### config.mk
export PLATFORM = sky130hd
export DESIGN_NAME = mem_wb_unit
export DESIGN_NICKNAME = d
export VERILOG_FILES = /design/src/rtl/mem_wb_unit.sv
export SDC_FILE = /design/constraint.sdc
export NUM_CORES = 1
export LEC_CHECK = 0
export BUFFER_PORTS_ARGS = -buffer_cell sky130_fd_sc_hd__buf_2
export CAP_MARGIN = 5
export CELL_PAD_IN_SITES_DETAIL_PLACEMENT = 0
export CELL_PAD_IN_SITES_GLOBAL_PLACEMENT = 1
export CORE_ASPECT_RATIO = 0.9
export CORE_MARGIN = 5
export CORE_UTILIZATION = 37
export CTS_BUF_LIST = sky130_fd_sc_hd__clkbuf_8 sky130_fd_sc_hd__clkbuf_16
export DETAILED_ROUTE_END_ITERATION = 8
export MAX_ROUTING_LAYER = met4
export PLACE_DENSITY = 0.87
export SLEW_MARGIN = 20
export SYNTH_ARGS = -nofsm -noshare
export SYNTH_HDL_FRONTEND = slang
export SYNTH_SLANG_ARGS = --single-unit
### constraint.sdc
create_clock -name clk -period 6.75 [get_ports clk]
set_input_delay 0.3375 -clock clk [delete_from_list [all_inputs] [get_ports clk]]
set_output_delay 0.3375 -clock clk [all_outputs]
set_load 0.05 [all_outputs]
### src/rtl/mem_wb_unit.sv
// rtl/mem_wb_unit.sv - MEM/WB stage: data-memory handshake, stall, timeout, register write-back
//
// Ports:
//   clk, rst                   clock, asynchronous active-high reset
//   wb_en_in, mem_r_en,        EXE/MEM register: write-back enable, load/store requests,
//   mem_w_en, alu_res,         ALU result (address or write-back data), store data,
//   st_val, dst_in             destination register index
//   mem_req, mem_we, mem_addr, data-memory request side (held stable while mem_req is high)
//   mem_wdata
//   mem_rdata, mem_ready       data-memory response (ready is a one-cycle strobe)
//   mem_stall                  freeze for all upstream pipeline registers
//   wb_en, wb_dst, wb_val      register-file write port toward decode
//   mem_err                    sticky timeout flag, cleared only by reset

module mem_wb_unit #(
    parameter logic [31:0] DATA_BASE = 32'd1024,
    parameter int          MAX_WAIT  = 15
) (
    input  logic        clk,
    input  logic        rst,
    input  logic        wb_en_in,
    input  logic        mem_r_en,
    input  logic        mem_w_en,
    input  logic [31:0] alu_res,
    input  logic [31:0] st_val,
    input  logic [3:0]  dst_in,
    output logic        mem_req,
    output logic        mem_we,
    output logic [31:0] mem_addr,
    output logic [31:0] mem_wdata,
    input  logic [31:0] mem_rdata,
    input  logic        mem_ready,
    output logic        mem_stall,
    output logic        wb_en,
    output logic [3:0]  wb_dst,
    output logic [31:0] wb_val,
    output logic        mem_err
);

    localparam int CW = $clog2(MAX_WAIT + 1);

    typedef enum logic [1:0] {IDLE, BUSY, DONE} state_t;

    state_t          state;
    state_t          state_nxt;
    logic [CW-1:0]   wait_cnt;
    logic            lat_wb_en;
    logic [3:0]      lat_dst;
    logic            access;
    logic            timeout;
    logic [31:0]     addr_off;

    assign access   = mem_r_en | mem_w_en;
    // The counter sits at MAX_WAIT-1 during the MAX_WAIT-th BUSY cycle.
    assign timeout  = (wait_cnt == CW'(MAX_WAIT - 1));
    assign addr_off = alu_res - DATA_BASE;

    always_ff @(posedge clk or posedge rst) begin
        if (rst) begin
            state <= IDLE;
        end else begin
            state <= state_nxt;
        end
    end

    always_comb begin
        state_nxt = state;
        mem_req   = 1'b0;
        mem_stall = 1'b0;
        case (state)
            IDLE: begin
                // Stall in the same cycle the access shows up so upstream holds it.
                mem_stall = access & ~rst;
                if (access) begin
                    state_nxt = BUSY;
                end
            end
            BUSY: begin
                mem_req   = 1'b1;
                mem_stall = ~rst;
                if (mem_ready || timeout) begin
                    state_nxt = DONE;
                end
            end
            DONE: begin
                // Input mem flags here are stale (they belong to the finished access).
                state_nxt = IDLE;
            end
            default: state_nxt = IDLE;
        endcase
    end

    always_ff @(posedge clk or posedge rst) begin
        if (rst) begin
            mem_we    <= 1'b0;
            mem_addr  <= 32'd0;
            mem_wdata <= 32'd0;
            wb_en     <= 1'b0;
            wb_dst    <= 4'd0;
            wb_val    <= 32'd0;
            mem_err   <= 1'b0;
            wait_cnt  <= '0;
            lat_wb_en <= 1'b0;
            lat_dst   <= 4'd0;
        end else begin
            case (state)
                IDLE: begin
                    if (access) begin
                        // Both flags set is treated as a store.
                        mem_we    <= mem_w_en;
                        mem_addr  <= {addr_off[31:2], 2'b00};
                        mem_wdata <= st_val;
                        lat_wb_en <= wb_en_in;
                        lat_dst   <= dst_in;
                        wb_en     <= 1'b0;
                        wait_cnt  <= '0;
                    end else begin
                        wb_en  <= wb_en_in;
                        wb_dst <= dst_in;
                        wb_val <= alu_res;
                    end
                end
                BUSY: begin
                    // A ready strobe wins over a coincident timeout.
                    if (mem_ready) begin
                        if (!mem_we) begin
                            wb_en  <= lat_wb_en;
                            wb_dst <= lat_dst;
                            wb_val <= mem_rdata;
                        end else begin
                            wb_en <= 1'b0;
                        end
                    end else if (timeout) begin
                        mem_err <= 1'b1;
                        wb_en   <= 1'b0;
                    end else begin
                        wait_cnt <= wait_cnt + 1'b1;
                    end
                end
                DONE: begin
                    wb_en <= 1'b0;
                end
                default: begin
                    wb_en <= 1'b0;
                end
            endcase
        end
    end

endmodule

# Yosys cells after proc, flatten, opt, wreduce, memory -nomap -nowiden
# Index checks and enable logic that the tools add are counted.
# word_totals
reg_bits	112
in_bits	106
output_inout_bits	105
wordCells	57
# op_classes
n_addsub	2
n_eq_ne	10
n_mux	22
bitwise_logic	4
reduce_logical	8
# op_table
cell	count
$mux W32	3
$pmux W32 S2	1
$sub A32 B11 Y32 const B	1
$mux W4	6
$pmux W4 S2	2
$ne A2 B2 Y1 const B	7
$reduce_and A4 Y1	2
$mux W1	5
$add A4 B1 Y4 const B	1
$eq A4 B4 Y1 const B	1
$mux W2	2
$pmux W1 S2	2
$pmux W2 S2	1
$reduce_and A2 Y1	2
$ne A3 B3 Y1 const B	1
$reduce_and A3 Y1	1
$eq A2 B1 Y1 const B	1
$logic_not A2 Y1	1
$not A1 Y1	2
$reduce_bool A2 Y1	1
$and A1 B1 Y1	1
$logic_or A1 B1 Y1	1
$or A1 B1 Y1	1

# Depth between registers and ports, before layout
# Gate-level depths: netlist (run 1).
# logic_depth
ltp_word	4
depth_mapped	7
ltp_nobuf	7

# Worst setup path before layout (run 1)
# No wires, ideal clock.
# synth_timing
path_kind	input to register
startpoint	input port alu_res[10]
endpoint	register mem_addr[20]
setup_time_ns	0.120
arrival_time_ns	2.021
required_time_ns	6.630
setup_slack_ns	4.609
path_stages	7
path_buffers	0
path_cell_list	inv_1 -> ha_1 -> or4b_4 -> or3_4 -> or4_4 -> xor2_1 -> o21ai_2
# synth_between
elab_chain_cells	1
# synth_rtl
element	line_no	source
start, declared	24	input logic [31:0] alu_res,
$sub A32 B11 Y32	56	assign addr_off = alu_res - DATA_BASE;
end signal, assigned	111	mem_addr <= {addr_off[31:2], 2'b00};
end, declared	29	output logic [31:0] mem_addr,
# Every way passes these cells.
# A chain may end at the register's enable or synchronous reset.

# Worst setup path after layout (run 1)
# layout_timing
startpoint	register state[1]
endpoint	output port mem_req
# layout_between
elab_chain_cells	2
# layout_rtl
element	line_no	source
start, declared	44	state_t state;
start signal, assigned	62	state <= state_nxt;
$eq A2 B1 Y1	70	case (state)
$mux W1	70	
end, declared	27	output logic mem_req,
# Every way passes these cells.

==> results of run 1 <==
per-layer routing:
metal,GRT usage,share of wire
met1,0.236,0.45
met2,0.275,0.45
met3,0.0658,0.082
met4,0.0450,0.019
met5,-,0
state kept, by name (all words and copies together), names as in the netlist:
| signal | count |
|---|---|
| wb_en | 1 |
| mem_wdata | 32 |
| mem_we | 1 |
| wb_val | 32 |
| wait_cnt | 4 |
| state | 2 |
| lat_dst | 4 |
| wb_dst | 4 |
| mem_addr | 30 |
| mem_err | 1 |
| lat_wb_en | 1 |
placed cells by master, fill, tap and decap left out, drive strengths merged:
| cell type | n |
|---|---|
| a21o | 1 |
| a21oi | 2 |
| a222oi | 1 |
| a22o | 1 |
| a31oi | 1 |
| and3 | 1 |
| buf | 212 |
| bufinv | 1 |
| clkbuf | 10 |
| clkinv | 2 |
| conb | 2 |
| dfrtp | 112 |
| diode | 2 |
| ha | 3 |
| inv | 7 |
| mux2 | 1 |
| mux2i | 34 |
| nand2 | 199 |
| nand2b | 1 |
| nand3 | 4 |
| nand3b | 1 |
| nand4 | 1 |
| nand4b | 1 |
| nor2 | 14 |
| nor3 | 10 |
| nor3b | 2 |
| nor4 | 6 |
| o21a | 1 |
| o21ai | 60 |
| or3 | 2 |
| or4 | 6 |
| or4b | 1 |
| xnor2 | 9 |
| xor2 | 12 |
power by group through the flow:
stage          sequential (mW)  combinational [mW]  clock (mW)
2_1_floorplan             2.16               0.601           0
3_3_place_gp              1.16                2.09           0
3_5_place_dp              1.17                2.13           0
4_1_cts                   1.16                2.13       0.537
5_1_grt                   1.20                2.27       0.565
6_report                  1.16                2.11       0.518
area by class of cell:
cell class	count	area share
Multi-Input combinational cell	377	0.314
Timing Repair Buffer	212	0.169
Clock inverter	4	0.00738
Tap cell	168	0.0326
Antenna cell	2	0.000777
Clock buffer	10	0.0371
Sequential cell	112	0.435
Inverter	6	0.00389
cell families after synthesis:
logic type	synth area share
AOI/OAI and AO/OA	0.0723
and+or+nand+nor	0.215
adders and majority gates	0.00758
DFF	0.566
other	0.000757
xor gates and xnor gates	0.0371
buffers and inverters	0.0301
muxes	0.0710
worst reg2reg max path, stage by stage (launching register included):
cell and delay [ns]:
dfrtp_1 0.41, nand2b_1 0.35, inv_2 0.80, nor2_1 0.22, a21oi_1 0.17, o21ai_0 0.10
worst max path at each step:
stage                           start            to  slack, ns  cells after the start
after detailed placement     mem_w_en   wait_cnt[1]       4.30                      5
after global placement    alu_res[10]  mem_addr[20]       4.39                      8
after CTS                    state[1]       mem_req       4.03                      3
after global routing         state[1]       mem_req       3.92                      3
final                        state[1]       mem_req       4.07                      3
after floorplan                   rst    lat_dst[0]       3.45                      1
stage by stage:
step | setup slack [ns] | hold slack (ns) | util
finish | 4.07 | 0.118 | 0.488
global route | 3.92 | 0.167 | 0.488
CTS | 4.03 | 0.124 | 0.485
detailed placement | 4.30 | 0.461 | 0.463
global placement | 4.39 | 0.454 | 0.463
floorplan | 3.45 | 0.443 | -
==> results.md, run 1 <==
* Status: finished, final reports clean
* Residual DRC count at 0
* HP Class: in2async
* Cell variety after synth at 42
* Syn Inst Count at roughly 520
* Top FF cell, synth: dfrtp_1
* Initial antenna violation count at 2
* Worst r2r src: state[1]
* Initial core utilization at 0.375
* Total GRT Usage at 0.182
* Least-Margin Pin Slew at about 1 ns
* Synth Cell Area at ~5000 µm²
* CP Capture Type: primary output
* Critical path arrival at 2.34 ns
* Part of the power in combinational logic at 0.558
* CTS Buffer Depth at 2
* WL per Instance at approximately 16 µm
* Fillers at about 1.3k
* RSZ-0062 raised after global routing: no
* Cell taking the most area after synthesis: dfrtp_1
* Minimum clock period at 2.68 ns
* CTS tree: done
* Register Area at 2800 µm²
* Nets at between 800 and 900
* Die ar. at ~16,000 µm²
* Crit start category: register
* Wirelength, routed at 14.2 mm
* Synth top area share at 0.566
* Antenna-violating nets left at 0
* Die width at 132 µm
* Reg2reg end: wb_val[10]
* Slew headroom at 0.352
* R2R cell count at 5
* Most frequent cells after synthesis: 199 x nand2_1, 112 x dfrtp_1, 56 x o21ai_0
* Synth top area cells: dfrtp_1 57%, nand2_1 15%, mux2i_1 6.9%
* Cell Count, Final, Fillers Out at ~890
* GRT Residual Overflow at 0
* Final Hold Viols at 0
* Post-Place Cells at 874
* Global placement routability congestion at roughly 0.99
* Slew Limit Fails at 0
* Initial DRC count at 186
* Max incr delay on CP at ~0.80 ns
* Synth warn at 0
* Setup TNS at 0 ns
* Max VDD drop at 0.312 mV
* Clock buffer count from CTS at 9
* First-pass GRT wire length at around 23 mm
* Worst path bufs/invs at 2
* IO Pins at 211
* Post-CTS sizing at 0
* Power Density at approximately 590 nW/µm²
* Switching share of total power at 0.536
* Syn Area/Cell at 9.51 µm²
* Postcts setup bufs at 0
* Fraction of layout cells with a size suffix above 1 at 0.331
* CP Max Fanout at 36
* Worst Skew at between 0.004 and 0.005 ns
* Hold buffer count at cts at 0
* Skew-Pair Late Insertion Delay at 0.34 ns
* Fin area at 6440 µm²
* F_max at about 0.37 GHz
* LEAKAGE at approximately 3.4 nW
* Largest net degree at the start of global routing at 73
* Clock power frac at 0.137
* Count leader, synth: nand2_1
* Yosys reg bits at 112
* Root Driver: clkbuf_16
* Crit path max-delay cell type: inv_2
* Vias at 4,271
* Row cnt at 40
* Total Power at 3.79 mW
* Cell Int Power at 1.76 mW
* EDFF count, synth at 0
* Synth-to-Final Area Change at 30.1%
* WP data required at 6.41 ns
* Final setup viols at 0
* Die Ht at ~120 µm
* Reg2Reg Setup Slack at approximately 4.6 ns
* # port buffers at between 200 and 250
* Clock sink count at 112
* Via density at 4.79
* Vias in the first global route at 4,333
* CP top delay family: buffers and inverters
* Crit path kind: reg2out
* Async S/R FF share, synth at 1.00
* Final period utilization at 0.397
* Sw power at 2.03 mW
* Multi-input logic area at 2020 µm²
* Sequential Power Share at 0.306
* Clk slew on worst S/H paths at 0.07 ns
* H-tree depth at 3
* Seq/Total Area, Yosys at 0.566
* Placement Cell Area at 6120 µm²
* Core Area at 13,200 µm²
* Worst path cell trace: nand2b_1, inv_2, buf_2
* DP Wirelength at 10.8 mm
* DRT Pass-1 Iters at 4
* Max cap viols at 0
No activity file was read; power rests on OpenSTA's default activity.
==> run 2: changes to the inputs <==
- CORE_UTILIZATION: 37 -> 35
- PLACE_DENSITY: 0.87 -> 0.83
- clock period: 6.75 -> 2.6 ns (I/O delays scaled with it)
==> run 2 against run 1 <==
Against the previous run:
- sequential power grew to 2.6 times the previous value
- global-route usage rose by 0.97 points
- largest power group unchanged
- die area rose by 5.3%
- critical endpoint unchanged
- final cell count rose by 9.0%
- largest cell class unchanged
- final area rose by 8.6%
- hold slack got worse by 0.053 ns
- combinational power grew to 2.7 times the previous value
==> results.md, run 2 (synthesis gave the netlist of run 1 again) <==
* R2R cell count at 4
* Reg2reg end: wb_val[14]
* Top flop regs: mem_wdata: 32 flops, wb_val: 32 flops, mem_addr: 30 flops
* Worst r2r src: state[0]
* Die width at 135 µm
* Synth-to-Final Area Change at 41.3%
* WP data required at 2.47 ns
* Minimum clock period at 2.06 ns
* Setup TNS at 0 ns
* Vias at ~4.6k
* Global placement routability congestion at approximately 0.88
* CP Capture Type: primary output
* IO Pins at between 200 and 250
* Wirelength, routed at 15.4 mm
* Row cnt at between 40 and 50
* Vias in the first global route at 4,818
* Via density at 4.73
* First-pass GRT wire length at 24.3 mm
* Skew-Pair Late Insertion Delay at 0.35 ns
* Clk slew on worst S/H paths at 0.07 ns
* Least-Margin Pin Slew at 0.715 ns
* Crit path kind: reg2out
* GRT Residual Overflow at 0
* Final period utilization at 0.794
* Crit start category: register
* Initial core utilization at 0.355
* DP Wirelength at 11.2 mm
* Final setup viols at 0
* Critical path arrival at a little under 2 ns
* CP Max Fanout at 30
* Setup crit end: mem_req
* Clock sink count at 112
* Worst slack, placed at 0.410 ns
* Core Area at 14,000 µm²
* Placement Cell Area at 6250 µm²
* Worst Skew at 0.00642 ns
* Fin area at between 6000 and 7000 µm²
* Reg2Reg Setup Slack at 0.67 ns
* Clock buffer count from CTS at 9
* HP Class: in2reg
* LEAKAGE at between 3 and 4 nW
* Status: finished, final reports clean
* Initial DRC count at ~190
* Commonest non-fill, non-tap cell in the layout: buf_2
* Fillers at 1,316
* CTS tree: done
* # port buffers at 208
* Fraction of layout cells with a size suffix above 1 at 0.320
* Die Ht at 123 µm
* Nets at 881
* Slew headroom at 0.522
* WL per Instance at ~16 µm
* Power Density at 1420 nW/µm²
* Residual DRC count at 0
* Post-Place Cells at 908
* CP Launch Point: state[1]
* Min Hold Slack at 0.0642 ns
* Register Area at 2800 µm²
* CTS Buffer Depth at 2
* Slew Limit Fails at 0
* Most frequent cells in the layout: 208 x buf_2, 199 x nand2_1, 112 x dfrtp_1, 56 x o21ai_0, 46 x dlygate4sd3_1
* H-tree depth at 3
* Root Driver: clkbuf_16
* Max cap viols at 0
* Cell Count, Final, Fillers Out at just under 1k
* Final Hold Viols at 0
* Initial antenna violation count at 1
* Die ar. at 16,600 µm²
* F_max at 0.485 GHz
* Total GRT Usage at 0.192
* DRT Pass-1 Iters at 4
* RSZ-0062 raised after global routing: no
* Antenna-violating nets left at 0
* Post-CTS sizing at 0
* Postcts setup bufs at 0
* Max VDD drop at 0.788 mV
* Final worst setup slack at 0.536 ns
* Multi-input logic area at slightly above 2000 µm²
* Largest net degree at the start of global routing at 58
## run 2: cell types whose count changed in the layout (fill, tap and decap cells not counted), sizes merged
cell / previous run / this run
buf: 212 / 220
inv: 7 / 6
clkinvlp: 0 / 3
diode: 2 / 1
bufinv: 1 / 0
dlygate4sd3: 0 / 46
clkbuf: 10 / 11
## run 2: power by group
part           internal, mW  switching, mW  total [mW]
registers              2.56          0.443        3.01
clock network         0.700          0.627        1.33
logic                  1.32           4.32        5.63
## run 2: repair_timing
item | CTS | global route
endpoints found under the hold margin | 69 | 0
endpoints found under the setup margin | 0 | 0
hold buffers | 46 | 0
## run 2: metal layers
metal  track usage  vias up  wire length (µm)
met5             -        -                 0
met4        0.0636        0               327
met3        0.0525       25              1150
met2         0.321      182              7510
met1         0.226     2183              6400
li1              -     2205                 -
## run 2: worst min-delay path by stage
stage | start | endpoint | slack (ns) | depth (start not counted)
floorplan | dst_in[0] | lat_dst[0] | 0.24 | 2
global placement | rst | mem_we | 0.25 | 2
detailed placement | rst | mem_wdata[19] | 0.24 | 2
CTS | mem_rdata[28] | wb_val[28] | 0.05 | 3
global route | mem_rdata[16] | wb_val[16] | 0.08 | 3
finish | alu_res[1] | wb_val[1] | 0.06 | 3
## run 2: worst max-delay path, cell delays in order (launching register included)
cell      delay (ns)
dfrtp_1         0.41
nand2b_1        0.17
buf_4           0.19
inv_2           0.21
buf_12          0.26
buf_2           0.31
## run 2: per-stage QoR
stage,utilization,power [mW]
after floorplan,-,7.17
after global placement,0.448,8.55
after detailed placement,0.448,8.67
after CTS,0.501,10.1
after global routing,0.501,10.6
final,0.501,9.97
## run 2: area by class of cell
cell class,count,share of cell area
Antenna cell,1,0.000358
Clock buffer,11,0.0361
Clock inverter,5,0.00465
Inverter,6,0.00376
Multi-Input combinational cell,377,0.289
Sequential cell,112,0.401
Tap cell,193,0.0345
Timing Repair Buffer,266,0.231
